===== src/rtl/enemy_spawn_gen.sv =====
// Enemy respawn Y generator: LFSR draw with rejection sampling, valid/ready output.
// Optional macro SPAWN_MIN_GAP_EN enforces a minimum distance between consecutive spawns.
module enemy_spawn_gen #(
    parameter int unsigned POS_W   = 12,
    parameter int unsigned X_EDGE  = 30,
    parameter int unsigned Y_MIN   = 130,
    parameter int unsigned Y_MAX   = 630,
    parameter int unsigned Y_INIT  = 350,
    parameter logic [15:0] SEED    = 16'hACE1,
    parameter int unsigned MAX_TRY = 8,
    parameter int unsigned MIN_GAP = 100
) (
    input  logic             clk,
    input  logic             rst,
    input  logic [POS_W-1:0] enemy_x,
    input  logic             pos_ready,
    output logic             pos_valid,
    output logic [POS_W-1:0] spawn_y,
    output logic             busy,
    output logic             fallback
);

    localparam int unsigned RANGE = Y_MAX - Y_MIN + 1;
    localparam int unsigned CW    = $clog2(RANGE);

    localparam logic [POS_W-1:0] XEdgeP  = POS_W'(X_EDGE);
    localparam logic [POS_W-1:0] YMinP   = POS_W'(Y_MIN);
    localparam logic [POS_W-1:0] YMidP   = POS_W'((Y_MIN + Y_MAX) / 2);
    localparam logic [POS_W-1:0] YInitP  = POS_W'(Y_INIT);
    localparam logic [POS_W-1:0] MinGapP = POS_W'(MIN_GAP);
    localparam logic [CW:0]      RangeP  = (CW + 1)'(RANGE);
    localparam logic [7:0]       LastTry = 8'(MAX_TRY - 1);

`ifdef SPAWN_MIN_GAP_EN
    localparam bit GapOn = 1'b1;
`else
    localparam bit GapOn = 1'b0;
`endif

    typedef enum logic [1:0] {StIdle, StDraw, StHold} state_t;

    state_t           state_q, state_d;
    logic [15:0]      lfsr_q, lfsr_d;
    logic [POS_W-1:0] spawn_y_q, spawn_y_d;
    logic             pos_valid_q, pos_valid_d;
    logic             fallback_q, fallback_d;
    logic             pending_q, pending_d;
    logic [7:0]       try_cnt_q, try_cnt_d;
    logic             x_le_q;

    logic             x_le, trig;
    logic [CW-1:0]    cand;
    logic [POS_W-1:0] result, diff, fb_value;
    logic             in_range, gap_ok, accept;

    // Fibonacci taps 16,14,13,11; an all-zero state is recovered from SEED.
    assign lfsr_d = (lfsr_q == 16'd0) ? SEED
                                       : {lfsr_q[14:0], lfsr_q[15] ^ lfsr_q[13] ^ lfsr_q[12] ^ lfsr_q[10]};

    assign x_le = (enemy_x <= XEdgeP);
    assign trig = x_le & ~x_le_q;

    assign cand     = lfsr_q[CW-1:0];
    assign in_range = ({1'b0, cand} < RangeP);
    assign result   = YMinP + POS_W'(cand);
    assign diff     = (result >= spawn_y_q) ? (result - spawn_y_q) : (spawn_y_q - result);
    assign gap_ok   = (diff >= MinGapP);
    assign accept   = in_range & (~GapOn | gap_ok);
    // With the gap check on, a fallback must still move away from the previous spawn.
    assign fb_value = (GapOn && spawn_y_q == YMidP) ? YMinP : YMidP;

    always_comb begin
        state_d     = state_q;
        spawn_y_d   = spawn_y_q;
        pos_valid_d = pos_valid_q;
        fallback_d  = fallback_q;
        pending_d   = pending_q;
        try_cnt_d   = try_cnt_q;
        unique case (state_q)
            StIdle: begin
                if (trig) begin
                    state_d   = StDraw;
                    try_cnt_d = 8'd0;
                end
            end
            StDraw: begin
                if (trig) pending_d = 1'b1;
                if (accept) begin
                    spawn_y_d   = result;
                    fallback_d  = 1'b0;
                    pos_valid_d = 1'b1;
                    state_d     = StHold;
                end else if (try_cnt_q == LastTry) begin
                    spawn_y_d   = fb_value;
                    fallback_d  = 1'b1;
                    pos_valid_d = 1'b1;
                    state_d     = StHold;
                end else begin
                    try_cnt_d = try_cnt_q + 8'd1;
                end
            end
            StHold: begin
                if (pos_valid_q && pos_ready) begin
                    pos_valid_d = 1'b0;
                    try_cnt_d   = 8'd0;
                    pending_d   = 1'b0;
                    state_d     = (pending_q || trig) ? StDraw : StIdle;
                end else if (trig) begin
                    pending_d = 1'b1;
                end
            end
            default: state_d = StIdle;
        endcase
    end

    always_ff @(posedge clk or posedge rst) begin
        if (rst) begin
            state_q     <= StIdle;
            lfsr_q      <= SEED;
            spawn_y_q   <= YInitP;
            pos_valid_q <= 1'b0;
            fallback_q  <= 1'b0;
            pending_q   <= 1'b0;
            try_cnt_q   <= 8'd0;
            x_le_q      <= 1'b1;
        end else begin
            state_q     <= state_d;
            lfsr_q      <= lfsr_d;
            spawn_y_q   <= spawn_y_d;
            pos_valid_q <= pos_valid_d;
            fallback_q  <= fallback_d;
            pending_q   <= pending_d;
            try_cnt_q   <= try_cnt_d;
            x_le_q      <= x_le;
        end
    end

    assign pos_valid = pos_valid_q;
    assign spawn_y   = spawn_y_q;
    assign busy      = (state_q != StIdle);
    assign fallback  = fallback_q;

endmodule


===== config.mk =====
export PLATFORM = sky130hd
export DESIGN_NAME = enemy_spawn_gen
export DESIGN_NICKNAME = d
export VERILOG_FILES = /design/src/rtl/enemy_spawn_gen.sv
export SDC_FILE = /design/constraint.sdc
export NUM_CORES = 1
export LEC_CHECK = 0
export CAP_MARGIN = 10
export CORE_ASPECT_RATIO = 1.5
export CORE_MARGIN = 3
export CORE_UTILIZATION = 48
export DETAILED_ROUTE_END_ITERATION = 8
export GPL_TIMING_DRIVEN = 0
export PLACE_DENSITY = 0.78
export SLEW_MARGIN = 20
export SYNTH_ARGS = -nofsm -noshare
export SYNTH_HDL_FRONTEND = slang
export SYNTH_SLANG_ARGS = --single-unit

===== constraint.sdc =====
create_clock -name clk -period 2.2 [get_ports clk]
set_clock_uncertainty 0.2 [all_clocks]
set_input_delay 0.44 -clock clk [delete_from_list [all_inputs] [get_ports clk]]
set_output_delay 0.44 -clock clk [all_outputs]
set_load 0.02 [all_outputs]

==> Word-level counts from Yosys, hierarchy flattened <==
Index checks and enable logic that the tools add are counted.
{ "totals": {"register_bits": 42, "latch_bits": 0, "ram_bits": 0, "mem_bits_ro": 0, "input_bits": 15, "word_cells": 59, "mem_count": 0} }
{ "classes": {"addsub": 2, "mul": 0, "div": 0, "n_lt_le_gt_ge": 2, "eq_ne": 8, "shift": 0, "muxes": 22, "n_bitwise": 5, "reduce_logical": 12} }
{ "ops": {"columns": ["cell", "n"], "rows": [
  ["$mux W8", 4],
  ["$mux W12", 2],
  ["$pmux W8 S3", 1],
  ["$logic_not A16 Y1", 1],
  ["$mux W16", 1],
  ["$le A12 B5 Y1 const B", 1],
  ["$add A8 B9 Y10 const A", 1],
  ["$lt A9 B9 Y1 const B", 1],
  ["$add A8 B1 Y8 const B", 1],
  ["$eq A8 B3 Y1 const B", 1],
  ["$mux W2", 4],
  ["$ne A2 B2 Y1 const B", 4],
  ["$mux W1", 7],
  ["$pmux W2 S3", 1],
  ["$reduce_and A3 Y1", 2],
  ["$reduce_bool A2 Y1", 3],
  ["$reduce_and A5 Y1", 1],
  ["$pmux W1 S2", 2],
  ["$ne A3 B3 Y1 const B", 1],
  ["$reduce_bool A3 Y1", 1],
  ["$xor A1 B1 Y1", 3],
  ["$eq A2 B1 Y1 const B", 1],
  ["$eq A2 B2 Y1 const B", 1],
  ["$logic_not A2 Y1", 1],
  ["other kinds (5)", 5]
]} }

==> Depth between registers and ports, before layout <==
Gate-level depths: netlist of the first run.
{ "logic_depth": {"ltp_word": 6, "ltp_mapped": 8} }

==> Worst setup path after synthesis of the first run <==
OpenSTA, ideal clock, no wires.
{ "synth_timing": {"kind": "flip-flop to flip-flop", "from": "reg try_cnt_q[5]", "to": "reg state_q[0]", "arrival_ns": 2.069, "t_required_ns": 1.872, "slack_ns": -0.196, "stages_incl_launch_ff": 7, "n_path_buf": 1, "synth_period_minus_slack_ns": 2.396, "path_cell_list": "dfrtp_1 -> or4_1 -> or3_4 -> and2_4 -> buf_6 -> a211oi_2 -> mux2_1"} }
{ "synth_between": {"elab_chain_len": 3} }
{ "synth_lines": {"columns": ["item", "line_no", "text"], "rows": [
  ["start, declared", "48", "logic [7:0] try_cnt_q, try_cnt_d;"],
  ["start signal, assigned", "133", "try_cnt_q <= try_cnt_d;"],
  ["$eq A8 B3 Y1", "93", "end else if (try_cnt_q == LastTry) begin"],
  ["$ne A3 B3 Y1 (no source line)", null, null],
  ["$reduce_and A3 Y1 (no source line)", null, null],
  ["end signal, assigned", "118", "state_q <= StIdle;"],
  ["end signal, assigned", "127", "state_q <= state_d;"],
  ["end, declared", "42", "state_t state_q, state_d;"]
]} }
No other way between the ends.
A chain may end at the register's enable or synchronous reset.

==> Worst setup path after layout of the first run <==
{ "layout_timing": {"from": "reg try_cnt_q[6]", "to": "reg state_q[0]"} }
The elaborated chain is that of the path after synthesis.

==> impl_results.rst, run 1 <==
.. list-table::
   :header-rows: 1

   * - Metric
     - Value
   * - Aggregate routed wire length
     - 4.78 mm
   * - Post-synthesis average cell area
     - 10.6 um^2
   * - Initial core utilization
     - 50.2%
   * - Number of placed instances with taps included
     - 261
   * - I/O pin count
     - 30
   * - Horizontal die dimension
     - 58.6 um
   * - Portion of the post-synthesis area used by sequential elements
     - 51.3%
   * - Arrival time at the worst endpoint
     - 2290 ps
   * - Result of the run
     - finished with violations
   * - Post-detail-place hpwl
     - 2.98 mm
   * - Count of flip-flops with a built-in enable after synthesis
     - 0
   * - Final count of pins violating max slew
     - 0
   * - Violations in the final reports
     - setup timing
   * - Via count of the first global-routing pass
     - 1690
   * - Port Buf Inserts
     - 27
   * - CTS tree
     - yes
   * - Total number of yosys warnings
     - 0
   * - Post-detailed-route via-to-cell ratio
     - 5.83
   * - Share of power burned in the clock network
     - 21.1%
   * - Sequential Power Share
     - 35.1%
   * - Number of instances in the synthesized netlist
     - 187
   * - Kind of critical path
     - reg2reg
   * - Sw Ratio
     - 35.4%
   * - Peak per-stage delay on the critical path
     - 520 ps
   * - Cell type of the slowest stage on the worst timing path
     - sky130_fd_sc_hd__or4_1
   * - GRT Util Overall
     - 20.2%
   * - Hold WS
     - 220 ps
   * - Max Fanout on Critical Path
     - 6
   * - DRT antenna net count
     - 0
   * - Last weighted congestion value of the routability-driven placer
     - 0.781
   * - Final count of negative-setup-slack endpoints
     - 4
   * - Hold violation count in the final report
     - 0
   * - Commonest cells post-synth
     - sky130_fd_sc_hd__dfrtp_1 (25), sky130_fd_sc_hd__dfstp_2 (15), sky130_fd_sc_hd__clkbuf_1 (12)
   * - Wire length of the first global-routing pass
     - 7.75 mm
   * - Crit-path cells
     - or4_1 > or3_4 > and2_4 > a211oi_2 > mux2_1
   * - FP Rows
     - 28
   * - Area of the mapped netlist
     - 1990 um^2
   * - Max-cap viol count
     - 0
   * - Number of buffers inserted for hold repair after clock tree synthesis
     - 0
   * - Fraction of final layout cells with drive strength greater than 1
     - 30.1%
   * - CTS H-tree depth
     - 2
   * - Register bit count reported by yosys
     - 40
   * - Setup repair after global routing missed its margin
     - true
   * - Area fraction of the dominant cell type after synthesis
     - 31.5%
   * - Final nets
     - 261
   * - Worst min path class
     - in2async
   * - Minimum setup slack in the final design
     - -106 ps
   * - Worst voltage drop across the vdd grid
     - 0.996 mV
   * - Clock sinks
     - 40
   * - Data required time of the critical path
     - 2190 ps
   * - Clock Tree Root
     - sky130_fd_sc_hd__clkbuf_8
   * - Synth area leader
     - sky130_fd_sc_hd__dfrtp_1
   * - Final routed DRC violation total
     - 0
   * - Internal Pwr Total
     - 1830 uW
   * - Ratio of total power to cell area
     - 1040 nW/um^2
   * - Detailed-router iteration count before antenna repair
     - 4
   * - Reported leakage power
     - 0.00113 uW
   * - Combinational share of power
     - 43.8%
   * - Antenna violations before repair
     - 0
   * - Unique masters post-synth
     - 49
   * - Number of buffers between clock root and the deepest sink
     - 2
   * - Num CTS Buffers
     - 5
   * - Number of DRC violations after detailed-routing iteration 0
     - 63
   * - Die Outline Area
     - 4970 um^2
   * - Start point of the critical path
     - try_cnt_q[6]$_DFFE_PP0P_
   * - Post-route non-filler standard cell count
     - 284
   * - Insertion delay of the later-clocked pin in the worst-skew pair
     - 300 ps
   * - Antenna diode count
     - 0
   * - Post-route minimum period
     - 2310 ps
   * - Core footprint
     - 3960 um^2
   * - Peak Freq
     - 0.434 GHz
   * - Global route overflow
     - 0
   * - Largest net degree at the start of global routing
     - 26
   * - Reg2reg start
     - try_cnt_q[6]$_DFFE_PP0P_
   * - Dominant register cell in the synthesized netlist
     - sky130_fd_sc_hd__dfrtp_1
   * - Switching power total
     - 1000 uW
   * - Final worst path period share
     - 105%
   * - Ys async rst share
     - 100%
   * - Worst Path Buf+Inv
     - 0
   * - Critical Path Start Type
     - flop
   * - Clock transition at the registers of the reported paths
     - 80 ps
   * - Kind of end point of the critical path
     - flop
   * - Most frequent cell after synthesis
     - sky130_fd_sc_hd__dfrtp_1
   * - Vias
     - 1656
   * - Cell type group with the largest total delay on the critical path
     - simple AND/OR/NAND/NOR gates
   * - Average detailed-routed wire length per instance
     - 16.8 um
   * - Height of the chip
     - 84.8 um
   * - Growth of design area from synthesis to finish
     - 36.9%
   * - Leading post-synthesis cells by cell area
     - sky130_fd_sc_hd__dfrtp_1 (31%), sky130_fd_sc_hd__dfstp_2 (20%), sky130_fd_sc_hd__ha_1 (5.0%), sky130_fd_sc_hd__o31ai_1 (3.4%), sky130_fd_sc_hd__nand2b_1 (3.1%)
-- area by class of cell --
type	instances	area (um^2)
fillers	283	1240
flip-flops and latches	40	1020
multi-input cells	124	1010
repair buffers	46	423
clock buffers	5	68.8
plain buffers	13	66.3
well taps	45	56.3
clock inverters	3	42.5
inverters	8	33.8
-- kinds of logic after synthesis --
family / synth area share, %
other cells: 0.189
buf+inv: 5.29
xor+xnor: 3.96
compound gates: 16.4
mux: 0.566
simple gates: 17.2
flops: 51.3
fa+ha+maj: 5.03
-- registers in the layout, indices dropped and copies added (netlist names) --
register   cells
pos_valid      1
fallback       1
pending_q      1
lfsr_q        16
x_le_q         1
spawn_y       10
state_q        2
try_cnt_q      8
-- layout by cell type, fill, tap and decap left out, types with 3 or more instances in the layout --
master,n
sky130_fd_sc_hd__dfrtp_1,25
sky130_fd_sc_hd__clkdlybuf4s50_1,22
sky130_fd_sc_hd__buf_4,20
sky130_fd_sc_hd__dfstp_2,15
sky130_fd_sc_hd__clkbuf_1,10
sky130_fd_sc_hd__nand2b_1,10
sky130_fd_sc_hd__nand3_1,9
sky130_fd_sc_hd__ha_1,8
sky130_fd_sc_hd__nand2_1,7
sky130_fd_sc_hd__inv_1,6
sky130_fd_sc_hd__clkbuf_8,6
sky130_fd_sc_hd__a2bb2oi_1,6
sky130_fd_sc_hd__a31oi_1,5
sky130_fd_sc_hd__xor2_1,5
sky130_fd_sc_hd__o21ai_0,5
sky130_fd_sc_hd__o31ai_2,4
sky130_fd_sc_hd__nor4_1,4
sky130_fd_sc_hd__xnor2_1,4
sky130_fd_sc_hd__and3_1,3
sky130_fd_sc_hd__nor2_1,3
sky130_fd_sc_hd__o31ai_1,3
sky130_fd_sc_hd__a22o_1,3
sky130_fd_sc_hd__clkdlybuf4s15_1,3
-- timing repair --
item	CTS	global route
setup buffers	10	8
pin swaps	12	5
setup endpoints to repair	23	21
resized for setup	26	12
-- metrics by stage --
stage / total power [uW] / utilization [%] / TNS (ps) / setup WS [ps] / area [um^2]
floorplan: 1680 / - / -166 / -166 / 2000
global placement: 2060 / 58.8 / -10310 / -521 / 2330
detailed placement: 2080 / 59.4 / -6380 / -519 / 2350
CTS: 2750 / 65.7 / -129 / -129 / 2600
global route: 2980 / 68.7 / -853 / -155 / 2720
finish: 2840 / 68.7 / -130 / -106 / 2720
-- layer usage --
metal / vias up / GRT usage (%) / wire [um]
met4: 0 / 7.81 / 86
met5: - / 0 / 0
met2: 35 / 34.7 / 2630
li1: 771 / - / -
met1: 838 / 23.6 / 1900
met3: 12 / 4.87 / 164
-- path summary, 6_finish.rpt --
| check | end | slack [ps] | cells after the start |
|---|---|---|---|
| setup / recovery | state_q[0]$_DFFE_PP0P_ | -110 | 5 |
| hold / removal | lfsr_q[2]$_DFF_PP0_ | 220 | 2 |
| setup reg to reg | state_q[0]$_DFFE_PP0P_ | -110 | 5 |
| hold reg to reg | lfsr_q[12]$_DFF_PP0_ | 280 | 1 |
| max in group asynchronous | lfsr_q[5]$_DFF_PP1_ | 1070 | 3 |
| min in group clk | lfsr_q[12]$_DFF_PP0_ | 280 | 1 |
-- power groups by stage --
stage / clock [uW] / sequential [uW] / combinational (uW)
CTS: 606 / 995 / 1150
global placement: 0 / 1020 / 1040
detailed placement: 0 / 1020 / 1060
global route: 634 / 1010 / 1330
finish: 600 / 995 / 1240
floorplan: 0 / 1140 / 531
Note: power is estimated with default switching activity, not from simulation.
==> run 2, diff against run 1 <==
GPL_TIMING_DRIVEN = unset   (was 0)
SLEW_MARGIN = 10   (was 20)
==> impl_results.rst, run 2 (same netlist as run 1, synthesis figures left out) <==
.. list-table::
   :header-rows: 1

   * - Metric
     - Value
   * - Cells on Worst Hold Path
     - 0
   * - Worst voltage drop across the vdd grid
     - 0.878 mV (-12%)
   * - Horizontal die dimension
     - 58.6 um (unchanged)
   * - Die Outline Area
     - 4970 um^2 (unchanged)
   * - Most common cell after layout, fill and taps aside
     - sky130_fd_sc_hd__buf_4
   * - I/O pin count
     - 30 (unchanged)
   * - Violations in the final reports
     - setup timing
   * - FP Rows
     - 28 (unchanged)
   * - Largest net degree at the start of global routing
     - 41 (+58%)
   * - Endpoint of the most critical setup path
     - state_q[0]$_DFFE_PP0P_
   * - Most used cells in the layout excluding fill and tap cells
     - sky130_fd_sc_hd__buf_4 (26), sky130_fd_sc_hd__dfrtp_1 (25), sky130_fd_sc_hd__clkdlybuf4s50_1 (22)
   * - GRT Util Overall
     - 20.2% (+0.050 points)
   * - Max-cap viol count
     - 0 (unchanged)
   * - Number of placed instances with taps included
     - 267 (+2.3%)
   * - Number of buffers inserted for hold repair after clock tree synthesis
     - 0 (unchanged)
   * - Result of the run
     - finished with violations
   * - Ratio of total power to cell area
     - 1060 nW/um^2 (+1.5%)
   * - Fraction of final layout cells with drive strength greater than 1
     - 32.6% (+2.5 points)
   * - DRT antenna net count
     - 0 (unchanged)
   * - Clock transition at the registers of the reported paths
     - 90 ps (about the same)
   * - Kind of end point of the critical path
     - flop
   * - Flip-flop count of the largest register after layout
     - 16 (unchanged)
   * - Vias
     - 1569 (-5.3%)
   * - Insertion delay of the later-clocked pin in the worst-skew pair
     - 300 ps (about the same)
   * - Num CTS Buffers
     - 5 (unchanged)
   * - Data required time of the critical path
     - 2180 ps (about the same)
   * - Setup repair after global routing missed its margin
     - true
   * - Reg2reg start
     - try_cnt_q[3]$_DFFE_PP0P_
   * - Number of buffers between clock root and the deepest sink
     - 2 (unchanged)
   * - Worst reg-to-reg setup slack
     - -80 ps (+30 ps)
   * - Reported leakage power
     - 0.00113 uW (+0.18%)
   * - Critical Path Start Type
     - flop
   * - Clock sinks
     - 40 (unchanged)
   * - Peak Freq
     - 0.439 GHz (+1.2%)
   * - Largest Register
     - lfsr_q
   * - Height of the chip
     - 84.8 um (unchanged)
   * - Clock Tree Root
     - sky130_fd_sc_hd__clkbuf_8
   * - Kind of critical path
     - reg2reg
   * - Port Buf Inserts
     - 27 (unchanged)
   * - R2R depth
     - 5 (unchanged)
   * - Last weighted congestion value of the routability-driven placer
     - 0.823 (+5.5%)
   * - Pre-CTS setup slack
     - -562 ps (-43.4 ps)
   * - Core footprint
     - 3960 um^2 (unchanged)
   * - Endpoint of the most critical register-to-register path
     - state_q[0]$_DFFE_PP0P_
   * - Antenna diode count
     - 0 (unchanged)
   * - Hold violation count in the final report
     - 0 (unchanged)
   * - Final count of negative-setup-slack endpoints
     - 1 (-3)
   * - Final routed DRC violation total
     - 0 (unchanged)
   * - Number of DRC violations after detailed-routing iteration 0
     - 47 (-25%)
   * - Worst min path class
     - reg2reg
   * - Initial core utilization
     - 50.2% (unchanged)
   * - Arrival time at the worst endpoint
     - 2260 ps (-30 ps)
   * - Minimum setup slack in the final design
     - -79.8 ps (+26.2 ps)
   * - Growth of design area from synthesis to finish
     - 34.1%
   * - Global route overflow
     - 0 (unchanged)
   * - Post-detail-place hpwl
     - 3.06 mm (+2.8%)
   * - Via count of the first global-routing pass
     - 1665 (-1.5%)
   * - CTS H-tree depth
     - 2 (unchanged)
   * - Final worst path period share
     - 104% (-1.2 points)
   * - Wire length of the first global-routing pass
     - 7.61 mm (-1.8%)
   * - Final nets
     - 255 (-2.3%)
   * - Post-route non-filler standard cell count
     - 278 (-2.1%)
   * - Average detailed-routed wire length per instance
     - 16.4 um (-2.8%)
   * - Start point of the critical path
     - try_cnt_q[3]$_DFFE_PP0P_
   * - Post-detailed-route via-to-cell ratio
     - 5.64 (-3.2%)
   * - Detailed-router iteration count before antenna repair
     - 4 (unchanged)
   * - Final count of pins violating max slew
     - 0 (unchanged)
   * - Aggregate routed wire length
     - 4.55 mm (-4.9%)
   * - Max Fanout on Critical Path
     - 3 (-3)
   * - Antenna violations before repair
     - 0 (unchanged)
   * - CTS tree
     - yes
   * - Post-route minimum period
     - 2280 ps (-26.2 ps)
run 2: cell count changes in the layout (fill, tap and decap cells not counted), moves of 2 or more:
| cell | previous run | this run |
|---|---|---|
| sky130_fd_sc_hd__o31ai_2 | 4 | 6 |
| sky130_fd_sc_hd__buf_4 | 20 | 26 |
| sky130_fd_sc_hd__o31ai_1 | 3 | 1 |
| sky130_fd_sc_hd__clkbuf_1 | 10 | 0 |
| sky130_fd_sc_hd__clkdlybuf4s15_1 | 3 | 1 |
run 2: worst max-delay path, stage by stage, from the launching register on:
cell	delay, ps
sky130_fd_sc_hd__dfrtp_1	380
sky130_fd_sc_hd__or4_4	530
sky130_fd_sc_hd__or3_4	340
sky130_fd_sc_hd__and2_4	190
sky130_fd_sc_hd__a211oi_2	180
sky130_fd_sc_hd__mux2_1	330
run 2: where the power goes:
part | internal, uW | total, uW | leakage [uW] | switching, uW
Combinational | 567 | 1210 | 0.000611 | 647
Sequential | 913 | 1000 | 0.000467 | 91.6
Clock | 336 | 602 | 0.0000541 | 266
run 2: final cells by class:
class | count | area [um^2]
well taps | 45 | 56.3
multi-input cells | 124 | 992
flip-flops and latches | 40 | 1020
repair buffers | 53 | 457
clock inverters | 3 | 42.5
inverters | 8 | 30.0
fillers | 297 | 1290
clock buffers | 5 | 68.8
run 2: worst min-delay path by stage:
stage / to / slack, ps / start
after global placement: lfsr_q[12]$_DFF_PP0_ / 200 / lfsr_q[11]$_DFF_PP1_
after floorplan: lfsr_q[10]$_DFF_PP1_ / 240 / lfsr_q[9]$_DFF_PP0_
after detailed placement: lfsr_q[12]$_DFF_PP0_ / 200 / lfsr_q[11]$_DFF_PP1_
after global routing: lfsr_q[12]$_DFF_PP0_ / 210 / lfsr_q[11]$_DFF_PP1_
after CTS: lfsr_q[12]$_DFF_PP0_ / 210 / lfsr_q[11]$_DFF_PP1_
final: lfsr_q[12]$_DFF_PP0_ / 200 / lfsr_q[11]$_DFF_PP1_
run 2: per-layer routing:
metal / global-route usage [%] / vias to the layer above / wire (um)
met4: 9.07 / 0 / 103
met3: 3.81 / 10 / 123
met5: 0 / - / 0
met1: 24.3 / 777 / 1830
met2: 34.3 / 24 / 2500
li1: - / 758 / -
run 2: timing repair:
action	in CTS	in global routing
gates cloned	0	0
hold endpoints to repair	0	0
pin swaps	12	4
setup buffers	2	1
endpoints found under the setup margin	19	20
gates resized for setup	14	17
run 2: per-stage QoR:
step	hold WS [ps]	total power, uW	instance area (um^2)	utilization [%]	TNS (ps)
floorplan	237	1680	2000	-	-166
global route	213	2970	2670	67.4	-441
finish	205	2820	2670	67.4	-79.8
CTS	207	2770	2590	65.3	-129
global placement	196	2120	2430	61.3	-4160
detailed placement	200	2140	2430	61.3	-4770
